## src/rtl/alu_bist_pkg.sv

```systemverilog
// Shared types and constants for the ALU BIST initiator: FSM state encoding,
// the Galois polynomial shared by the LFSRs and the MISR, and the MISR start value.
package alu_bist_pkg;

    typedef enum logic [1:0] {
        ST_IDLE   = 2'd0,
        ST_DRIVE  = 2'd1,
        ST_SAMPLE = 2'd2,
        ST_DONE   = 2'd3
    } state_t;

    localparam logic [31:0] LFSR_POLY = 32'h8020_0003;
    localparam logic [31:0] MISR_INIT = 32'hFFFF_FFFF;

    function automatic logic [31:0] poly_step(input logic [31:0] s);
        return {s[30:0], 1'b0} ^ (s[31] ? LFSR_POLY : 32'h0);
    endfunction

    // An all-zero seed would lock the LFSR, so it is replaced by 1.
    function automatic logic [31:0] fix_seed(input logic [31:0] s);
        return (s == 32'h0) ? 32'h1 : s;
    endfunction

endpackage

```

## src/rtl/lfsr32.sv

```systemverilog
// 32-bit Galois LFSR with synchronous seed load and single-step enable;
// load has priority over step.
module lfsr32
    import alu_bist_pkg::*;
#(
    parameter logic [31:0] RESET_VAL = 32'h1
) (
    input  logic        clk,
    input  logic        rst_n,
    input  logic        load,
    input  logic        step,
    input  logic [31:0] seed,
    output logic [31:0] state
);

    logic [31:0] state_d;
    logic [31:0] state_q;

    always_comb begin
        state_d = state_q;
        if (load) begin
            state_d = seed;
        end else if (step) begin
            state_d = poly_step(state_q);
        end
    end

    always_ff @(posedge clk or negedge rst_n) begin
        if (!rst_n) begin
            state_q <= RESET_VAL;
        end else begin
            state_q <= state_d;
        end
    end

    assign state = state_q;

endmodule

```

## src/rtl/alu_bist.sv

```systemverilog
// ALU built-in self-test initiator: LFSR stimulus, MISR compaction, golden compare.
// Optional `ALU_BIST_ABORT_EN adds an abort input that cancels a run in progress.
//
// state     | meaning
// ----------|-------------------------------------------------------------
// ST_IDLE   | waiting for start; ALU inputs hold
// ST_DRIVE  | operands/opcode stable, ALU result settling
// ST_SAMPLE | result compacted into MISR, stimulus steps on exit
// ST_DONE   | one-cycle done pulse; pass registered on exit
module alu_bist
    import alu_bist_pkg::*;
#(
    parameter int          WIDTH          = 32,
    parameter int          NUM_VECTORS    = 16,
    parameter int          NUM_OPS        = 16,
    parameter logic [31:0] SEED_A         = 32'h1,
    parameter logic [31:0] SEED_B         = 32'h2,
    parameter logic [31:0] GOLD_SIGNATURE = 32'h0
) (
    input  logic             clk,
    input  logic             rst_n,
    input  logic             start,
`ifdef ALU_BIST_ABORT_EN
    input  logic             abort,
`endif
    output logic [WIDTH-1:0] alu_a,
    output logic [WIDTH-1:0] alu_b,
    output logic [4:0]       alu_op,
    input  logic [WIDTH-1:0] alu_result,
    output logic             busy,
    output logic             done,
    output logic             pass,
    output logic [WIDTH-1:0] signature,
    output logic [15:0]      vec_count
);

    localparam logic [31:0] SEED_A_EFF = fix_seed(SEED_A);
    localparam logic [31:0] SEED_B_EFF = fix_seed(SEED_B);
    localparam logic [15:0] LAST_VEC   = 16'(NUM_VECTORS - 1);
    localparam logic [4:0]  LAST_OP    = 5'(NUM_OPS - 1);

    state_t      state_d, state_q;
    logic [4:0]  op_d, op_q;
    logic [31:0] misr_d, misr_q;
    logic [15:0] vcnt_d, vcnt_q;
    logic        busy_d, busy_q;
    logic        done_d, done_q;
    logic        pass_d, pass_q;
    logic        lfsr_load;
    logic        lfsr_step;
    logic        abort_req;

`ifdef ALU_BIST_ABORT_EN
    assign abort_req = abort && ((state_q == ST_DRIVE) || (state_q == ST_SAMPLE));
`else
    assign abort_req = 1'b0;
`endif

    always_comb begin
        state_d   = state_q;
        op_d      = op_q;
        misr_d    = misr_q;
        vcnt_d    = vcnt_q;
        pass_d    = pass_q;
        lfsr_load = 1'b0;
        lfsr_step = 1'b0;

        unique case (state_q)
            ST_IDLE: begin
                if (start) begin
                    state_d   = ST_DRIVE;
                    lfsr_load = 1'b1;
                    op_d      = 5'd0;
                    misr_d    = MISR_INIT;
                    vcnt_d    = 16'd0;
                    pass_d    = 1'b0;
                end
            end
            ST_DRIVE: begin
                state_d = ST_SAMPLE;
            end
            ST_SAMPLE: begin
                lfsr_step = 1'b1;
                misr_d    = poly_step(misr_q) ^ alu_result;
                op_d      = (op_q == LAST_OP) ? 5'd0 : op_q + 5'd1;
                vcnt_d    = vcnt_q + 16'd1;
                state_d   = (vcnt_q == LAST_VEC) ? ST_DONE : ST_DRIVE;
            end
            ST_DONE: begin
                state_d = ST_IDLE;
                pass_d  = (misr_q == GOLD_SIGNATURE);
            end
            default: state_d = ST_IDLE;
        endcase

        // Abort freezes the partial signature and count where they are.
        if (abort_req) begin
            state_d   = ST_IDLE;
            lfsr_step = 1'b0;
            op_d      = op_q;
            misr_d    = misr_q;
            vcnt_d    = vcnt_q;
        end

        busy_d = (state_d == ST_DRIVE) || (state_d == ST_SAMPLE);
        done_d = (state_d == ST_DONE);
    end

    always_ff @(posedge clk or negedge rst_n) begin
        if (!rst_n) begin
            state_q <= ST_IDLE;
            op_q    <= 5'd0;
            misr_q  <= MISR_INIT;
            vcnt_q  <= 16'd0;
            busy_q  <= 1'b0;
            done_q  <= 1'b0;
            pass_q  <= 1'b0;
        end else begin
            state_q <= state_d;
            op_q    <= op_d;
            misr_q  <= misr_d;
            vcnt_q  <= vcnt_d;
            busy_q  <= busy_d;
            done_q  <= done_d;
            pass_q  <= pass_d;
        end
    end

    lfsr32 #(.RESET_VAL(SEED_A_EFF)) u_lfsr_a (
        .clk   (clk),
        .rst_n (rst_n),
        .load  (lfsr_load),
        .step  (lfsr_step),
        .seed  (SEED_A_EFF),
        .state (alu_a)
    );

    lfsr32 #(.RESET_VAL(SEED_B_EFF)) u_lfsr_b (
        .clk   (clk),
        .rst_n (rst_n),
        .load  (lfsr_load),
        .step  (lfsr_step),
        .seed  (SEED_B_EFF),
        .state (alu_b)
    );

    assign alu_op    = op_q;
    assign busy      = busy_q;
    assign done      = done_q;
    assign pass      = pass_q;
    assign signature = misr_q;
    assign vec_count = vcnt_q;

endmodule

```

## config.mk

```make
export PLATFORM = sky130hd
export DESIGN_NAME = alu_bist
export DESIGN_NICKNAME = d
export VERILOG_FILES = /design/src/rtl/alu_bist_pkg.sv /design/src/rtl/lfsr32.sv /design/src/rtl/alu_bist.sv
export SDC_FILE = /design/constraint.sdc
export NUM_CORES = 1
export LEC_CHECK = 0
export ABC_AREA = 1
export BUFFER_PORTS_ARGS = -buffer_cell sky130_fd_sc_hd__buf_2
export CAP_MARGIN = 20
export CORE_MARGIN = 4
export CORE_UTILIZATION = 56
export DETAILED_ROUTE_END_ITERATION = 12
export MAX_ROUTING_LAYER = met4
export PLACE_DENSITY_LB_ADDON = 0.3
export SLEW_MARGIN = 20
export SYNTH_ARGS = -nofsm -noshare
export SYNTH_HDL_FRONTEND = slang
export SYNTH_SLANG_ARGS = --single-unit
```

## constraint.sdc

```tcl
create_clock -name clk -period 3.3 [get_ports clk]
set_input_delay 0.66 -clock clk [delete_from_list [all_inputs] [get_ports clk]]
set_output_delay 0.66 -clock clk [all_outputs]
set_load 0.05 [all_outputs]
```

==> metrics.md, run 1 <==
| Metric | Value |
|---|---|
| Status | `completed` |
| Cells after Synth | `575` |
| Most frequent cell after synthesis | `inv_1` |
| Syn avg cell area | `9.337 um2` |
| Worst-margin pin slew | `0.6296 ns` |
| Placed Cells | `839` |
| Clock network power share | `37.1%` |
| IO Port Bufs | `154` |
| Leak | `3.609 nW` |
| Num Clock Sinks | `122` |
| Critical path startpoint category | `register` |
| Comb pwr share | `24.5%` |
| Total gr overflow | `0` |
| Die Ht | `105.9 um` |
| Place WS | `1.136 ns` |
| Die Area | `11220 um2` |
| Wirelength, routed | `13330 um` |
| Synth cell types | `30` |
| Final period util | `66.32%` |
| Largest net degree at the start of global routing | `64` |
| # rows | `35` |
| Pre-antenna DRT Iters | `5` |
| Initial core utilization | `57.83%` |
| Reg2Reg Depth | `7` |
| Vias in the first global route | `4617` |
| Top_reg_cell synth | `dfrtp_1` |
| Crit-path max FO | `63` |
| Count of boundary I/O pins | `155` |
| Cell Int Power | `3.335 mW` |
| RePlAce Congestion | `0.8355` |
| NetSw | `1.809 mW` |
| Slew Viols, Final | `0` |
| Sequential fraction of the synthesis area | `57.66%` |
| Post-synth EDFFs | `0` |
| Global-route wire length before repair | `22260 um` |
| Worst setup EP type | `register` |
| Maximum vdd drop | `0.0006501 V` |
| Yosys top cell by area | `dfrtp_1` |
| Sequential Power Share | `38.4%` |
| Netlist Area Pre-Place | `5369 um2` |
| Fin. Hold Viols | `0` |
| Initial antenna violation count | `0` |
| Skew final | `0.009527 ns` |
| Worst Hold Class | `in -> async` |
| Post-CTS Hold Buffers | `0` |
| Final setup margin | `1.111 ns` |
| Post-CTS Resized | `0` |
| Relative max-transition margin | `58.03%` |
| Layout cells sized above 1 | `31.00%` |
| FF-to-FF Start | `state_q[0]` |
| Net Sw Frac | `35.17%` |
| # diodes | `0` |
| Nets | `768` |
| Chip width | `105.9 um` |
| Crit path time final | `2.189 ns` |
| RSZ-0062 raised after global routing | `false` |
| Req. time, crit path | `3.69 ns` |
| Root Buffer | `clkbuf_8` |
| Power Total | `5.143 mW` |
| Setup TNS | `0 ns` |
| Worst skew pair latency | `0.51 ns` |
| Yosys warns | `0` |
| CP Data Arrival Time | `2.58 ns` |
| Layout fillers | `715` |
| Post-synth top cells | `inv_1, dfrtp_1, o22ai_1, nand2_1, o21ai_0` |
| RR Endpoint | `busy` |
| # DRC | `0` |
| Via count | `4604` |
| TritonCTS clock tree | `built` |
| Total GRT Usage | `25.39%` |
| Post-CTS setup buffers | `0` |
| Maximum root-to-sink buffer count | `2` |
| Dpl hpwl | `9096 um` |
| Final non-filler cell total | `871` |
| Post-Syn Nets | `614` |
| ANT nets after route | `0` |
| Num CTS Buffers | `17` |
| Fmax | `0.4569 GHz` |
| Fraction of registers with async set or reset after synthesis | `100.0%` |
| Post-DR wirelength/cell | `15.31 um` |
| 1st-iter DRT viols | `244` |
| Final setup viols | `0` |
| Top cells by area, synth | `dfrtp_1, dfstp_2, inv_1, o22ai_1, o21ai_0` |
| Register-to-Register Setup Slack | `1.11 ns` |
| Synth top area share | `41.02%` |
| #FFs+latches synth | `122` |
| Clock-pin transition on the worst setup and hold timing paths | `0.06 ns` |
| Critical path type | `reg -> reg` |
| Synth-to-layout area growth | `27.43%` |
| Core area | `9284 um2` |
| Pwr dens | `751.8 nW/um2` |
| Max H-tree Level | `4` |
| Max Cap Viol | `0` |
| Vias per cell | `5.286` |
[how the worst max path moves through the flow]
stage | slack (ns) | endpoint | start | depth (start not counted)
3_3_place_gp | 1.22 | busy | state_q[0] | 7
3_5_place_dp | 1.14 | busy | state_q[0] | 7
2_1_floorplan | 1.60 | busy | vec_count[0] | 6
6_report | 1.11 | busy | state_q[0] | 7
4_1_cts | 1.13 | busy | state_q[0] | 7
5_1_grt | 0.95 | busy | state_q[0] | 7
[metrics by stage]
stage	hold WS (ns)	util, %	area [um2]
2_1_floorplan	0.3644	-	5369
3_3_place_gp	0.4884	67.09	6228
3_5_place_dp	0.5183	67.09	6228
4_1_cts	0.08217	73.69	6842
5_1_grt	0.09971	73.69	6842
6_report	0.08912	73.69	6842
[logic make-up (layout without fill, tap and decap cells)]
group,count (synthesis),after routing,synth area share (%)
AO/OA/AOI/OAI,149,149,16.03
buffers and inverters,152,319,11.30
XOR/XNOR,23,23,3.752
adder cells (fa/ha/maj),4,4,0.9322
multiplexers,1,1,0.1864
flip-flops,122,122,57.66
AND/OR/NAND/NOR,124,124,10.14
[worst max-delay path: stages, from the launching register on]
cell	delay (ns)
dfrtp_1	0.42
inv_2	0.09
nand2_4	0.31
buf_4	0.61
nor2_1	0.12
nand3_1	0.12
o21ai_0	0.09
ha_1	0.27
[flip-flops by register name, indices dropped and copies added (netlist names), 2 cells and up]
| signal | flops |
|---|---|
| u_lfsr_b.state | 32 |
| vec_count | 16 |
| state_q | 2 |
| alu_op | 5 |
| signature | 32 |
| u_lfsr_a.state | 32 |
[placed cells by master (no fill, tap or decap), drive strengths merged, types with 4 or more instances in the layout]
| cell type | netlist | routed |
|---|---|---|
| a21oi | 19 | 19 |
| buf | 20 | 158 |
| bufinv | 0 | 4 |
| clkbuf | 3 | 18 |
| clkinv | 0 | 7 |
| dfrtp | 88 | 88 |
| dfstp | 34 | 34 |
| ha | 4 | 4 |
| inv | 129 | 132 |
| nand2 | 51 | 51 |
| nand3 | 19 | 19 |
| nand4 | 9 | 9 |
| nor2 | 43 | 43 |
| o21ai | 47 | 47 |
| o22ai | 76 | 76 |
| xor2 | 21 | 21 |
[area by class of cell]
type                    count  area (um2)  share of cell area (%)
clock buffers              18       417.9                   6.108
clock inverters            14       195.2                   2.853
inverters                 129       484.2                   7.078
multi-input cells         301        1672                   24.43
flip-flops and latches    122        3095                   45.25
well taps                 129       161.4                   2.359
repair buffers            158       815.8                   11.92
[metal layers]
layer	up-vias	routed length [um]	track usage, %
met1	2214	5481	31.89
li1	2186	-	-
met4	0	128	7.031
met2	190	6812	40.89
met3	14	911	7.104
met5	-	0	-
[power by group through the flow]
| stage | clock network, mW | registers, mW | logic (mW) |
|---|---|---|---|
| floorplan | 0 | 2.58 | 0.358 |
| global placement | 0 | 1.99 | 1.24 |
| detailed placement | 0 | 1.99 | 1.27 |
| CTS | 1.93 | 1.97 | 1.27 |
| global route | 2.01 | 2.01 | 1.35 |
| finish | 1.91 | 1.97 | 1.26 |
Note: power is estimated with default switching activity, not from simulation.
==> run 2, diff against run 1 <==
Settings changed: ABC_AREA 1 to 0, CORE_UTILIZATION 56 to 51.
Clock period 3.3 ns to 2.18 ns, I/O delays scaled along.
==> metrics.md, run 2 <==
| Metric | Value |
|---|---|
| WHS Path Cells | `3` |
| Num CTS Buffers | `17 (unchanged)` |
| # rows | `36 (+2.9%)` |
| Critical path type | `reg -> out` |
| Crit-path max FO | `10 (-84%)` |
| Min-Delay Endpoint | `signature[0]` |
| Core area | `9774 um2 (+5.3%)` |
| Finished Core Util | `68.24% (-5.5 points)` |
| Yosys top cell by area | `dfrtp_1` |
| Kind of cell adding the most delay to the critical path | `flip-flops` |
| Die Ht | `108.1 um (+2.0%)` |
| Vias in the first global route | `3967 (-14%)` |
| #FFs+latches synth | `122 (unchanged)` |
| Worst path slowest cell | `dfrtp_1` |
| # DRC | `0 (unchanged)` |
| Hold_ws | `0.1722 ns (+0.08306 ns)` |
| Root Buffer | `clkbuf_8` |
| Total GRT Usage | `22.63% (-2.8 points)` |
| Maximum root-to-sink buffer count | `2 (unchanged)` |
| Cells after Synth | `428 (-26%)` |
| Pre-antenna DRT Iters | `4 (-1)` |
| Reg2Reg Depth | `5 (-2)` |
| RePlAce Congestion | `0.8195 (-1.9%)` |
| Most frequent cell after synthesis | `dfrtp_1` |
| Initial core utilization | `52.25% (-5.6 points)` |
| Sequential fraction of the synthesis area | `60.61% (+3.0 points)` |
| Req. time, crit path | `1.74 ns (-1.95 ns)` |
| Num Clock Sinks | `122 (unchanged)` |
| Top_reg_cell synth | `dfrtp_1` |
| Chip width | `108.1 um (+2.0%)` |
| ANT nets after route | `0 (unchanged)` |
| Die Area | `11680 um2 (+4.1%)` |
| Most common cell after layout, fill and taps aside | `buf_2` |
| Fin. Hold Viols | `0 (unchanged)` |
| Wirelength, routed | `12060 um (-9.5%)` |
| Levels on crit path | `1 (-6)` |
| Post-DR wirelength/cell | `16.52 um (+7.9%)` |
| Synth-to-layout area growth | `30.60%` |
| Worst Hold Class | `in -> reg` |
| Crit path time final | `1.834 ns` |
| Nets | `623 (-19%)` |
| Worst path cell trace | `buf_2` |
| Relative max-transition margin | `67.14% (+9.1 points)` |
| Max Cap Viol | `0 (unchanged)` |
| Fraction of registers with async set or reset after synthesis | `100.0% (unchanged)` |
| Count of boundary I/O pins | `155 (unchanged)` |
| Skew final | `0.004855 ns (-0.004671 ns)` |
| Worst skew pair latency | `0.51 ns (about the same)` |
| Final period util | `84.13%` |
| Worst setup EP type | `output pin` |
| Status | `completed` |
| Setup TNS | `0 ns (unchanged)` |
| Vias per cell | `5.484 (+3.7%)` |
| Fmax | `0.5452 GHz` |
| RR Endpoint | `vec_count[10]` |
| TritonCTS clock tree | `built` |
| Crit path buffers/inverters | `1 (-1)` |
| Critical path startpoint category | `register` |
| Synth cell types | `43 (+43%)` |
| Maximum vdd drop | `0.0008469 V (+30%)` |
| Initial antenna violation count | `0 (unchanged)` |
| CP Data Arrival Time | `1.40 ns (-1.18 ns)` |
| RSZ-0062 raised after global routing | `false` |
| Yosys warns | `0 (unchanged)` |
| FF-to-FF Start | `vec_count[0]` |
| Netlist Area Pre-Place | `5107 um2 (-4.9%)` |
| Post-synth EDFFs | `0 (unchanged)` |
| IO Port Bufs | `154 (unchanged)` |
| Layout fillers | `737 (+3.1%)` |
| Final non-filler cell total | `730 (-16%)` |
| Largest net degree at the start of global routing | `70 (+9.4%)` |
| Via count | `4003 (-13%)` |
| Top cells by area, synth | `dfrtp_1, dfstp_2, a22o_1, xnor2_1, a21oi_1` |
| Total gr overflow | `0 (unchanged)` |
| Global-route wire length before repair | `20070 um (-9.8%)` |
| CP peak stage delay | `0.55 ns (-0.06 ns)` |
| Most frequent cells in the layout | `buf_2, dfrtp_1, a22o_1` |
| Synth top area share | `43.12% (+2.1 points)` |
| Slew Viols, Final | `0 (unchanged)` |
| Syn avg cell area | `11.93 um2 (+28%)` |
| 1st-iter DRT viols | `195 (-20%)` |
| Clock-pin transition on the worst setup and hold timing paths | `0.06 ns (about the same)` |
| Register-to-Register Setup Slack | `0.49 ns (-0.62 ns)` |
| Post-CTS Resized | `0 (unchanged)` |
| Worst-margin pin slew | `0.4917 ns (-0.1379 ns)` |
| Leak | `3.295 nW (-8.7%)` |
| Post-Syn Nets | `467 (-24%)` |
| Layout cells sized above 1 | `39.70% (+8.7 points)` |
| Final setup viols | `0 (unchanged)` |
| Pwr dens | `1425 nW/um2 (+90%)` |
| Placed Cells | `697 (-17%)` |
| # diodes | `0 (unchanged)` |
| Max H-tree Level | `4 (unchanged)` |
| HP Start | `alu_result[0]` |
| Post-synth top cells | `dfrtp_1, a22o_1, nor2_1, xnor2_1, dfstp_2` |
| Dpl hpwl | `8221 um (-9.6%)` |
## run 2: final cells by class
| type | instances | area, um2 | area share, % |
|---|---|---|---|
| inverter | 4 | 15.01 | 0.2251 |
| tap | 133 | 166.4 | 2.495 |
| clock buffer | 18 | 417.9 | 6.265 |
| sequential | 122 | 3095 | 46.41 |
| timing repair buffer | 163 | 893.4 | 13.39 |
| multi-input combinational | 276 | 1887 | 28.29 |
| clock inverter | 14 | 195.2 | 2.926 |
## run 2: how the worst max path moves through the flow
stage	endpoint	from
2_1_floorplan	vec_count[10]	vec_count[0]
3_3_place_gp	vec_count[9]	state_q[1]
3_5_place_dp	vec_count[10]	vec_count[0]
4_1_cts	vec_count[3]	vec_count[3]
5_1_grt	vec_count[3]	vec_count[3]
6_report	vec_count[3]	vec_count[3]
## run 2: per-layer routing
layer / GRT usage (%) / up-vias / share of wire, %
met3: 6.269 / 14 / 6.6
li1: - / 1867 / -
met4: 7.935 / 0 / 1.4
met1: 30.31 / 1978 / 45
met5: - / - / 0
met2: 33.39 / 144 / 47
## run 2: power by group
part / total (mW) / internal [mW] / leakage, nW / switching (mW)
clock network: 2.87 / 1.86 / 0.290 / 1.01
logic: 3.24 / 0.864 / 1.43 / 2.37
registers: 3.39 / 2.88 / 1.57 / 0.508
total: 9.50 / 5.61 / 3.29 / 3.89
## run 2: timing repair
action / in CTS / in global routing
hold endpoints to repair: 31 / 0
setup buffers: 0 / 0
hold buffers: 1 / 0
## run 2: metrics by stage
step / total power, mW / area (um2) / setup slack (ns)
final: 9.504 / 6670 / 0.3459
after global routing: 10.00 / 6670 / 0.3029
after CTS: 9.592 / 6670 / 0.3316
after detailed placement: 6.678 / 6047 / 0.4845
after global placement: 6.607 / 6047 / 0.5802
after floorplan: 5.821 / 5107 / 0.3179
## run 2: kinds of logic (layout without fill, tap and decap cells)
family | Yosys count | after routing | share of synthesized area (%)
simple gates | 104 | 104 | 10.09
mux | 6 | 6 | 1.176
flops | 122 | 122 | 60.61
xor+xnor | 39 | 39 | 6.688
fa+ha+maj | 4 | 4 | 0.9800
compound gates | 123 | 123 | 17.71
buf+inv | 30 | 199 | 2.744
